**config.mk**
```make
export PLATFORM = sky130hd
export DESIGN_NAME = instr_fetch_stage
export DESIGN_NICKNAME = d
export VERILOG_FILES = /design/src/rtl/cpu_pkg.sv /design/src/rtl/fetch_fifo.sv /design/src/rtl/instr_fetch_stage.sv
export SDC_FILE = /design/constraint.sdc
export NUM_CORES = 1
export LEC_CHECK = 0
export CAP_MARGIN = 20
export CELL_PAD_IN_SITES_DETAIL_PLACEMENT = 0
export CELL_PAD_IN_SITES_GLOBAL_PLACEMENT = 1
export CORE_ASPECT_RATIO = 0.8
export CORE_MARGIN = 1.5
export CORE_UTILIZATION = 43
export CTS_CLUSTER_SIZE = 12
export DETAILED_ROUTE_END_ITERATION = 8
export GPL_TIMING_DRIVEN = 0
export PLACE_DENSITY = 0.84
export SYNTH_ARGS = -nofsm -noshare
export SYNTH_HDL_FRONTEND = slang
export SYNTH_SLANG_ARGS = --single-unit
```
**constraint.sdc**
```tcl
create_clock -name clk_signal -period 15.45 [get_ports clk_signal]
set_input_delay 2.3175 -clock clk_signal [delete_from_list [all_inputs] [get_ports clk_signal]]
set_output_delay 2.3175 -clock clk_signal [all_outputs]
set_load 0.02 [all_outputs]
```
**src/rtl/cpu_pkg.sv**
```systemverilog
`default_nettype none
// ---------------------------------------------------------------------------
// cpu_pkg : shared fetch-path types and constants        rev 1.0
// ---------------------------------------------------------------------------
package cpu_pkg;

  localparam int CPU_ADDR_W = 32;
  localparam int INSTR_W    = 32;

  localparam logic [CPU_ADDR_W-1:0] CPU_RESET_PC = '0;
  localparam logic [INSTR_W-1:0]    NOP_INSTR    = 32'h0;

  typedef struct packed {
    logic [CPU_ADDR_W-1:0] pc;
    logic [INSTR_W-1:0]    instr;
  } fetch_entry_t;

endpackage
`default_nettype wire

```
**src/rtl/fetch_fifo.sv**
```systemverilog
`default_nettype none
// ---------------------------------------------------------------------------
// fetch_fifo : small synchronous FIFO with flush; dout reads zero when empty
// rev 1.0
// ---------------------------------------------------------------------------
module fetch_fifo
  import cpu_pkg::*;
#(
  parameter int  DEPTH   = 2,
  parameter type ENTRY_T = fetch_entry_t,
  localparam int CNT_W   = $clog2(DEPTH + 1)
) (
  input  logic             clk,
  input  logic             rst_n,
  input  logic             push,
  input  logic             pop,
  input  logic             flush,
  input  ENTRY_T           din,
  output ENTRY_T           dout,
  output logic [CNT_W-1:0] count,
  output logic             empty,
  output logic             full
);

  localparam int PTR_W = $clog2(DEPTH);

  ENTRY_T           mem [DEPTH];
  logic [PTR_W-1:0] rd_ptr;
  logic [PTR_W-1:0] wr_ptr;
  logic             do_push;
  logic             do_pop;

  assign empty   = (count == '0);
  assign full    = (count == CNT_W'(DEPTH));
  assign do_pop  = pop & ~empty;
  // A full FIFO may still accept a push when the head leaves in the same cycle.
  assign do_push = push & (~full | do_pop);
  assign dout    = empty ? '0 : mem[rd_ptr];

  always_ff @(posedge clk or negedge rst_n) begin
    if (!rst_n) begin
      rd_ptr <= '0;
      wr_ptr <= '0;
      count  <= '0;
    end else if (flush) begin
      rd_ptr <= '0;
      wr_ptr <= '0;
      count  <= '0;
    end else begin
      if (do_push) wr_ptr <= wr_ptr + PTR_W'(1);
      if (do_pop)  rd_ptr <= rd_ptr + PTR_W'(1);
      count <= count + CNT_W'(do_push) - CNT_W'(do_pop);
    end
  end

  always_ff @(posedge clk) begin
    if (do_push && !flush) mem[wr_ptr] <= din;
  end

  always_ff @(posedge clk) begin
    if (rst_n) assert (count <= CNT_W'(DEPTH));
  end

endmodule
`default_nettype wire

```
**src/rtl/instr_fetch_stage.sv**
```systemverilog
`default_nettype none
// ---------------------------------------------------------------------------
// instr_fetch_stage : PC register, imem addressing, fetch buffer to decode
// rev 1.0
// ---------------------------------------------------------------------------
module instr_fetch_stage
  import cpu_pkg::*;
#(
  parameter int                ADDR_W     = CPU_ADDR_W,
  parameter logic [ADDR_W-1:0] RESET_PC   = ADDR_W'(CPU_RESET_PC),
  parameter logic [ADDR_W-1:0] PC_LIMIT   = ADDR_W'(2048),
  parameter int                FIFO_DEPTH = 2
) (
  input  logic               clk_signal,
  input  logic               reset_n,
  output logic [ADDR_W-1:0]  imem_addr,
  input  logic [INSTR_W-1:0] imem_data,
  input  logic               redirect_valid,
  input  logic [ADDR_W-1:0]  redirect_pc,
  input  logic               dec_ready,
  output logic               dec_valid,
  output logic [INSTR_W-1:0] dec_instr,
  output logic [ADDR_W-1:0]  dec_pc,
  output logic               fetch_idle
);

  localparam int CNT_W = $clog2(FIFO_DEPTH + 1);

  typedef struct packed {
    logic [ADDR_W-1:0]  pc;
    logic [INSTR_W-1:0] instr;
  } entry_t;

  logic [ADDR_W-1:0] pc_q;
  logic [CNT_W-1:0]  fifo_count;
  logic              fifo_empty;
  logic              fifo_full;
  logic              in_range;
  logic              deq;
  logic              enq;
  entry_t            fetch_in;
  entry_t            head;

  assign imem_addr  = pc_q;
  assign in_range   = (pc_q <= PC_LIMIT);
  assign dec_valid  = (fifo_count != '0);
  assign deq        = dec_valid & dec_ready;
  // Redirect wins: the word at pc_q in a redirect cycle is wrong-path.
  assign enq        = ~redirect_valid & in_range & (~fifo_full | deq);
  assign fetch_in   = '{pc: pc_q, instr: imem_data};
  assign dec_pc     = head.pc;
  assign dec_instr  = head.instr;
  assign fetch_idle = ~in_range & fifo_empty;

  always_ff @(posedge clk_signal or negedge reset_n) begin
    if (!reset_n) begin
      pc_q <= RESET_PC;
    end else if (redirect_valid) begin
      pc_q <= redirect_pc;
    end else if (enq) begin
      pc_q <= pc_q + ADDR_W'(1);
    end
  end

  fetch_fifo #(
    .DEPTH   (FIFO_DEPTH),
    .ENTRY_T (entry_t)
  ) u_fetch_fifo (
    .clk   (clk_signal),
    .rst_n (reset_n),
    .push  (enq),
    .pop   (deq),
    .flush (redirect_valid),
    .din   (fetch_in),
    .dout  (head),
    .count (fifo_count),
    .empty (fifo_empty),
    .full  (fifo_full)
  );

endmodule
`default_nettype wire

```
After elaboration in Yosys (flattened, before gate mapping)
Memories as Yosys holds them, arrays and structs flattened.
Cells that the tools add are included.
{"block": "totals", "romBits": 0, "inputBits": 68, "output_inout_bits": 98, "latch_bits": 0, "mem_count": 1, "regBits": 36, "elab_cells": 41, "ram_bits": 128}
{"block": "op_classes", "n_mul": 0, "n_shift": 0, "order_cmp": 1, "add_sub_neg": 5, "muxes": 10, "n_eq_ne": 1, "div_mod_pow": 0, "bitwise_logic": 12, "n_reduce_logical": 7}
{"memory": "u_fetch_fifo.mem", "depth": 2, "word_bits": 64, "rd": 1, "rd_ports_with_merged_regs": 0, "wr": 1, "line": "fetch_fifo.sv:27", "source": "ENTRY_T mem [DEPTH];"}
{"operator": "32-bit two-way mux", "count": 2}
{"operator": "64-bit two-way mux", "count": 1}
{"operator": "32-bit by 1-bit adder with 32-bit output, second input constant", "count": 1}
{"operator": "32-bit by 12-bit <= comparator with 1-bit output, second input constant", "count": 1}
{"operator": "2-bit nonzero test", "count": 4}
{"operator": "1-bit AND", "count": 6}
{"operator": "1-bit two-way mux", "count": 6}
{"operator": "1-bit NOT", "count": 4}
{"operator": "1-bit adder, second input constant", "count": 2}
{"operator": "2-bit by 1-bit adder with 2-bit output", "count": 1}
{"operator": "2-bit == test, second input constant", "count": 1}
{"operator": "2-bit zero test", "count": 1}
{"operator": "2-bit two-way mux", "count": 1}
{"operator": "1-bit OR", "count": 2}
{"operator": "2-bit by 1-bit subtractor with 2-bit output", "count": 1}
{"operator": "1-bit logical AND", "count": 1}
{"operator": "1-bit zero test", "count": 1}

Depth between registers and ports, before layout
{"block": "depth", "ltp_word": 8, "depth_mapped": 9, "ltp_nobuf": 9}

Modules after synthesis
From an unflattened synthesis, not the netlist that was laid out.
{"block": "unflattened", "cells_unflattened": 463, "hier_area_um2": 6837.8}
{"module": "fetch_fifo", "area_per_inst_um2": 5101.1, "seq_area_each_um2": 3943.8, "instances": 1, "cells_each": 297}
{"module": "instr_fetch_stage", "area_per_inst_um2": 1736.7, "seq_area_each_um2": 800.8, "instances": 1, "cells_each": 166}

Worst setup path after synthesis
Ideal clock, no wire load.
{"block": "synth_path", "path_type": "input port to flip-flop", "from": "input redirect_valid", "to": "memory u_fetch_fifo.mem[1][0] (netlist bit) (enable)", "path_buffers": 3, "setup_time_ns": 0.578, "required_ns": 14.872, "setup_slack_ns": 7.262, "cell_stages": 4, "arrival_time_ns": 7.610, "cell_sequence": "clkbuf_1 > clkbuf_1 > buf_1 > nor3b_1"}
{"block": "synth_between", "elab_chain_cells": 7, "elab_cells_between_ends": 8, "classes_between": "mux (2); bitwise (4); reduce/logical (2)"}
{"element": "start, declared", "line": "instr_fetch_stage.sv:18", "source": "input logic redirect_valid,"}
{"element": "1-bit NOT", "line": "instr_fetch_stage.sv:49", "source": "assign enq = ~redirect_valid & in_range & (~fifo_full | deq);"}
{"element": "1-bit AND (2 in series)", "line": "instr_fetch_stage.sv:49"}
{"element": "1-bit AND", "line": "fetch_fifo.sv:37", "source": "assign do_push = push & (~full | do_pop);"}
{"element": "1-bit logical AND (*)", "line": "fetch_fifo.sv:57", "source": "if (do_push && !flush) mem[wr_ptr] <= din;"}
{"element": "1-bit two-way mux (*)", "line": "fetch_fifo.sv:57"}
{"element": "1-bit two-way mux (implied by the code) (*)", "line": "fetch_fifo.sv:57"}
{"element": "end, declared", "line": "fetch_fifo.sv:27"}
Mark *: on every way between the ends. The rest lies on a longest branch, timed or not.

Worst setup path after layout
{"block": "layout_path", "from": "register pc_q[0], in the netlist imem_addr[0]", "to": "output fetch_idle"}
{"block": "layout_between", "elab_chain_cells": 3}
{"element": "start, declared", "line": "instr_fetch_stage.sv:34", "source": "logic [ADDR_W-1:0] pc_q;"}
{"element": "start signal, assigned", "line": "instr_fetch_stage.sv:59", "source": "pc_q <= redirect_pc;"}
{"element": "start signal, assigned", "line": "instr_fetch_stage.sv:61", "source": "pc_q <= pc_q + ADDR_W'(1);"}
{"element": "32-bit by 12-bit <= comparator with 1-bit output", "line": "instr_fetch_stage.sv:45", "source": "assign in_range = (pc_q <= PC_LIMIT);"}
{"element": "1-bit NOT", "line": "instr_fetch_stage.sv:53", "source": "assign fetch_idle = ~in_range & fifo_empty;"}
{"element": "1-bit AND", "line": "instr_fetch_stage.sv:53"}
{"element": "end, declared", "line": "instr_fetch_stage.sv:24", "source": "output logic fetch_idle"}
No other way between the ends.

==> impl_metrics.py <==
metrics = {
    "status": {
        "status": "complete, no violations",
    },
    "setup_path": {
        "timing.critical_path.required_ns": 13.13,
        "end_kind": "primary output",
        "timing.setup.critical_path_class": "reg -> out",
        "startpoint": "imem_addr[0]$_DFFE_PN0P_",
        "crit_path_max_incr_delay_ns": 0.78,
        "critical_path.cell_chain": "inv_1 -> ha_1 -> or4b_4 -> o41ai_2 -> a41oi_1 -> clkdlybuf4s50_1",
        "timing.critical_path.slowest_stage_cell": "sky130_fd_sc_hd__o41ai_2",
        "maximum_fanout_along_the_worst_path": 9,
        "startpoint_type": "register",
        "critPathArrivalTime_ns": 3.36,
        "r2r_start": "imem_addr[0]$_DFFE_PN0P_",
    },
    "drt": {
        "vias": 4584,
        "antenna_violating_nets_post_route": 0,
        "wl_per_cell_um": 18.3,
        "firstDrtPassIters": 4,
        "vias_cell": 5.23,
        "postRouteWirelength_mm": 16.0,
        "remaining_drc_errors": 0,
        "detailedRoute.firstIterationViolations": 287,
    },
    "logic_synthesis": {
        "netlist-cell-type-count": 36,
        "syn_area_mm2": 0.00673,
        "synthCells": 460,
        "synth_top_cell_area_share_pct": 57.1,
        "synth_edf_count": 128,
        "synth.top_cells.by_area": "sky130_fd_sc_hd__edfxtp_1 57%, sky130_fd_sc_hd__dfrtp_1 13%, sky130_fd_sc_hd__mux2i_1 9.5%",
        "avgSynthCellArea_um2": 14.6,
        "sequential_fraction_of_the_synthesis_area_pct": 70.5,
        "synthArstFlopShare_pct": 22.0,
        "netlist.top_cell.by_area": "sky130_fd_sc_hd__edfxtp_1",
        "synth_warnings": 0,
        "synth_fp_nets": 532,
        "synth.ff_latch_count": 164,
        "ys.flop_type": "sky130_fd_sc_hd__edfxtp_1",
    },
    "job": {
        "cap_violations": 0,
    },
    "final_layout": {
        "finalNonFillerCells": 877,
        "fill_cells": 1181,
        "share_of_final_layout_standard_cells_stronger_than_drive_strength_1_pct": 9.90,
        "final_cell_area_mm2": 0.00932,
        "antennaDiodeCount": 0,
        "layout_commonest_cell": "sky130_fd_sc_hd__clkdlybuf4s50_1",
        "syn2layout_area_growth_pct": 38.5,
        "layout.cells.most_common_list": "163 x sky130_fd_sc_hd__clkdlybuf4s50_1, 128 x sky130_fd_sc_hd__edfxtp_1, 77 x sky130_fd_sc_hd__nor2_1, 64 x sky130_fd_sc_hd__mux2i_1, 36 x sky130_fd_sc_hd__dfrtp_1",
        "layout.nets": 727,
    },
    "power": {
        "static-leakage-power_nw": 3.10,
        "share_clk_of_total_power_pct": 33.8,
        "power_switching_share_pct": 28.0,
        "comb_power_share_pct": 22.1,
        "power_density_mw_per_mm2": 123,
        "vdd_ir_drop_max_v": 0.0000820,
        "share_seq_of_total_power_pct": 44.1,
        "internal-power_mw": 0.827,
        "p_switching_mw": 0.321,
    },
    "cts": {
        "clock_pin_slew_reported_for_the_worst_setup_and_hold_paths_after_clock_tree_synthesis_ns": 0.06,
        "cts-buffers-inserted": 17,
        "setup_repair_bufs_after_cts": 0,
        "ctsHoldBuffers": 0,
        "tritoncts": "built",
        "clock_sinks": 164,
        "root_buf_cell": "sky130_fd_sc_hd__clkbuf_16",
        "h-tree-depth": 4,
        "clock_latency_ns": 0.43,
        "ctsLongestPathBuffers": 2,
        "post_cts.resized_instances": 0,
    },
    "sta": {
        "layout_min_cycle_time_ns": 5.67,
        "grt_setup_unrepaired": "false",
        "setup_clock_skew_after_layout_ns": 0.00937,
        "fin_crit_sh_pct": 36.7,
        "tightestPinTransition_ns": 0.968,
        "slew_headroom_pct": 34.9,
        "final.setup.tns_ns": 0,
        "hold_slack_ns": 0.516,
        "timing.final.max_slew_violations": 0,
        "setup_violations": 0,
        "max_clk_rate_mhz": 176,
        "hold_viol_final": 0,
    },
    "hold_path": {
        "hp-class": "reg -> reg",
        "hold_start": "imem_addr[16]$_DFFE_PN0P_",
    },
    "die": {
        "fp.coreArea_mm2": 0.0152,
        "start_util_pct": 44.4,
        "std_cell_rows": 40,
        "vertical_die_dimension_um": 115,
        "io-pin-count": 166,
        "dieArea_mm2": 0.0164,
        "floorplan.die.width_um": 143,
    },
    "grt": {
        "grt_use_total_pct": 20.1,
        "grt_start_max_net_pins": 37,
        "grt_first_pass_wirelength_mm": 24.4,
        "antenna_found_initial": 0,
        "grt_pass1_vias": 4461,
        "grt-ovfl-total": 0,
    },
    "placement": {
        "dp_hpwl_mm": 11.3,
        "routabilityCongestion": 0.811,
        "placed_cells_incl_taps": 846,
        "placement.io_buffers": 164,
        "place_area_mm2": 0.00878,
    },
}
synthesized netlist by cell type (9+ instances only):
cell and number:
sky130_fd_sc_hd__o31ai_1 9, sky130_fd_sc_hd__nand4_1 11, sky130_fd_sc_hd__nor2_1 77, sky130_fd_sc_hd__edfxtp_1 128, sky130_fd_sc_hd__mux2_2 20, sky130_fd_sc_hd__nand3_1 16
sky130_fd_sc_hd__dfrtp_1 36, sky130_fd_sc_hd__mux2i_1 64, sky130_fd_sc_hd__clkbuf_1 18
worst paths after layout:
| path | endpoint | slack [ns] | cells after the start |
|---|---|---|---|
| setup / recovery | fetch_idle | 9.78 | 6 |
| max in group asynchronous | imem_addr[31]$_DFFE_PN0P_ | 12.90 | 1 |
| setup reg to reg | u_fetch_fifo.mem[1][13]$_DFFE_PP_ | 11.56 | 9 |
| hold / removal | u_fetch_fifo.mem[0][48]$_DFFE_PP_ | 0.52 | 0 |
| min in group asynchronous | imem_addr[21]$_DFFE_PN0P_ | 2.00 | 1 |
| hold reg to reg | u_fetch_fifo.mem[0][48]$_DFFE_PP_ | 0.52 | 0 |
flip-flops by register name, summed over array words and instances, names as in the netlist:
register,flops
u_fetch_fifo.count,2
u_fetch_fifo.mem,128
imem_addr,32
u_fetch_fifo.rd_ptr,1
u_fetch_fifo.wr_ptr,1
critical path: cells and delay by family, from the launching register on:
kind                     cells  cell delay, ns
adder cells (fa/ha/maj)      1            0.17
AND/OR/NAND/NOR              1            0.47
AO/OA/AOI/OAI                2            1.05
flip-flops                   1            0.49
buffers and inverters        2            0.76
kinds of logic after synthesis:
group,synth area share [%]
DFF,70.5
and+or+nand+nor,10.6
muxes,12.9
xor gates and xnor gates,0.391
buffers and inverters,1.73
AOI/OAI and AO/OA,3.14
adders and majority gates,0.744
metal layers:
| metal | global-route usage [%] | share of wire, % | vias up |
|---|---|---|---|
| li1 | - | - | 2131 |
| met1 | 27.2 | 44 | 2244 |
| met2 | 30.8 | 46 | 186 |
| met3 | 5.25 | 7.6 | 23 |
| met4 | 8.73 | 2.2 | 0 |
| met5 | 0 | 0 | - |
cell type report:
cell class / instances / area (um^2) / share of cell area [%]
inverter: 6 / 22.5 / 0.242
tap: 210 / 263 / 2.82
clock buffer: 18 / 429 / 4.60
timing repair buffer: 176 / 1780 / 19.1
sequential: 164 / 4740 / 50.9
buffer: 25 / 93.8 / 1.01
clock inverter: 13 / 111 / 1.19
multi-input combinational: 265 / 1880 / 20.1
stage by stage:
stage	power, mW	utilization (%)	setup WS [ns]
floorplan	0.643	-	7.26
global placement	0.768	56.9	3.96
detailed placement	0.771	57.9	10.32
CTS	1.16	61.5	9.80
global route	1.20	61.5	9.60
finish	1.15	61.5	9.78
power groups by stage:
stage / logic (mW) / clock network (mW) / registers [mW]
floorplan: 0.122 / 0 / 0.521
global placement: 0.253 / 0 / 0.515
detailed placement: 0.255 / 0 / 0.516
CTS: 0.256 / 0.395 / 0.507
global route: 0.271 / 0.416 / 0.509
finish: 0.254 / 0.388 / 0.507
(Power assumes the default switching activity.)
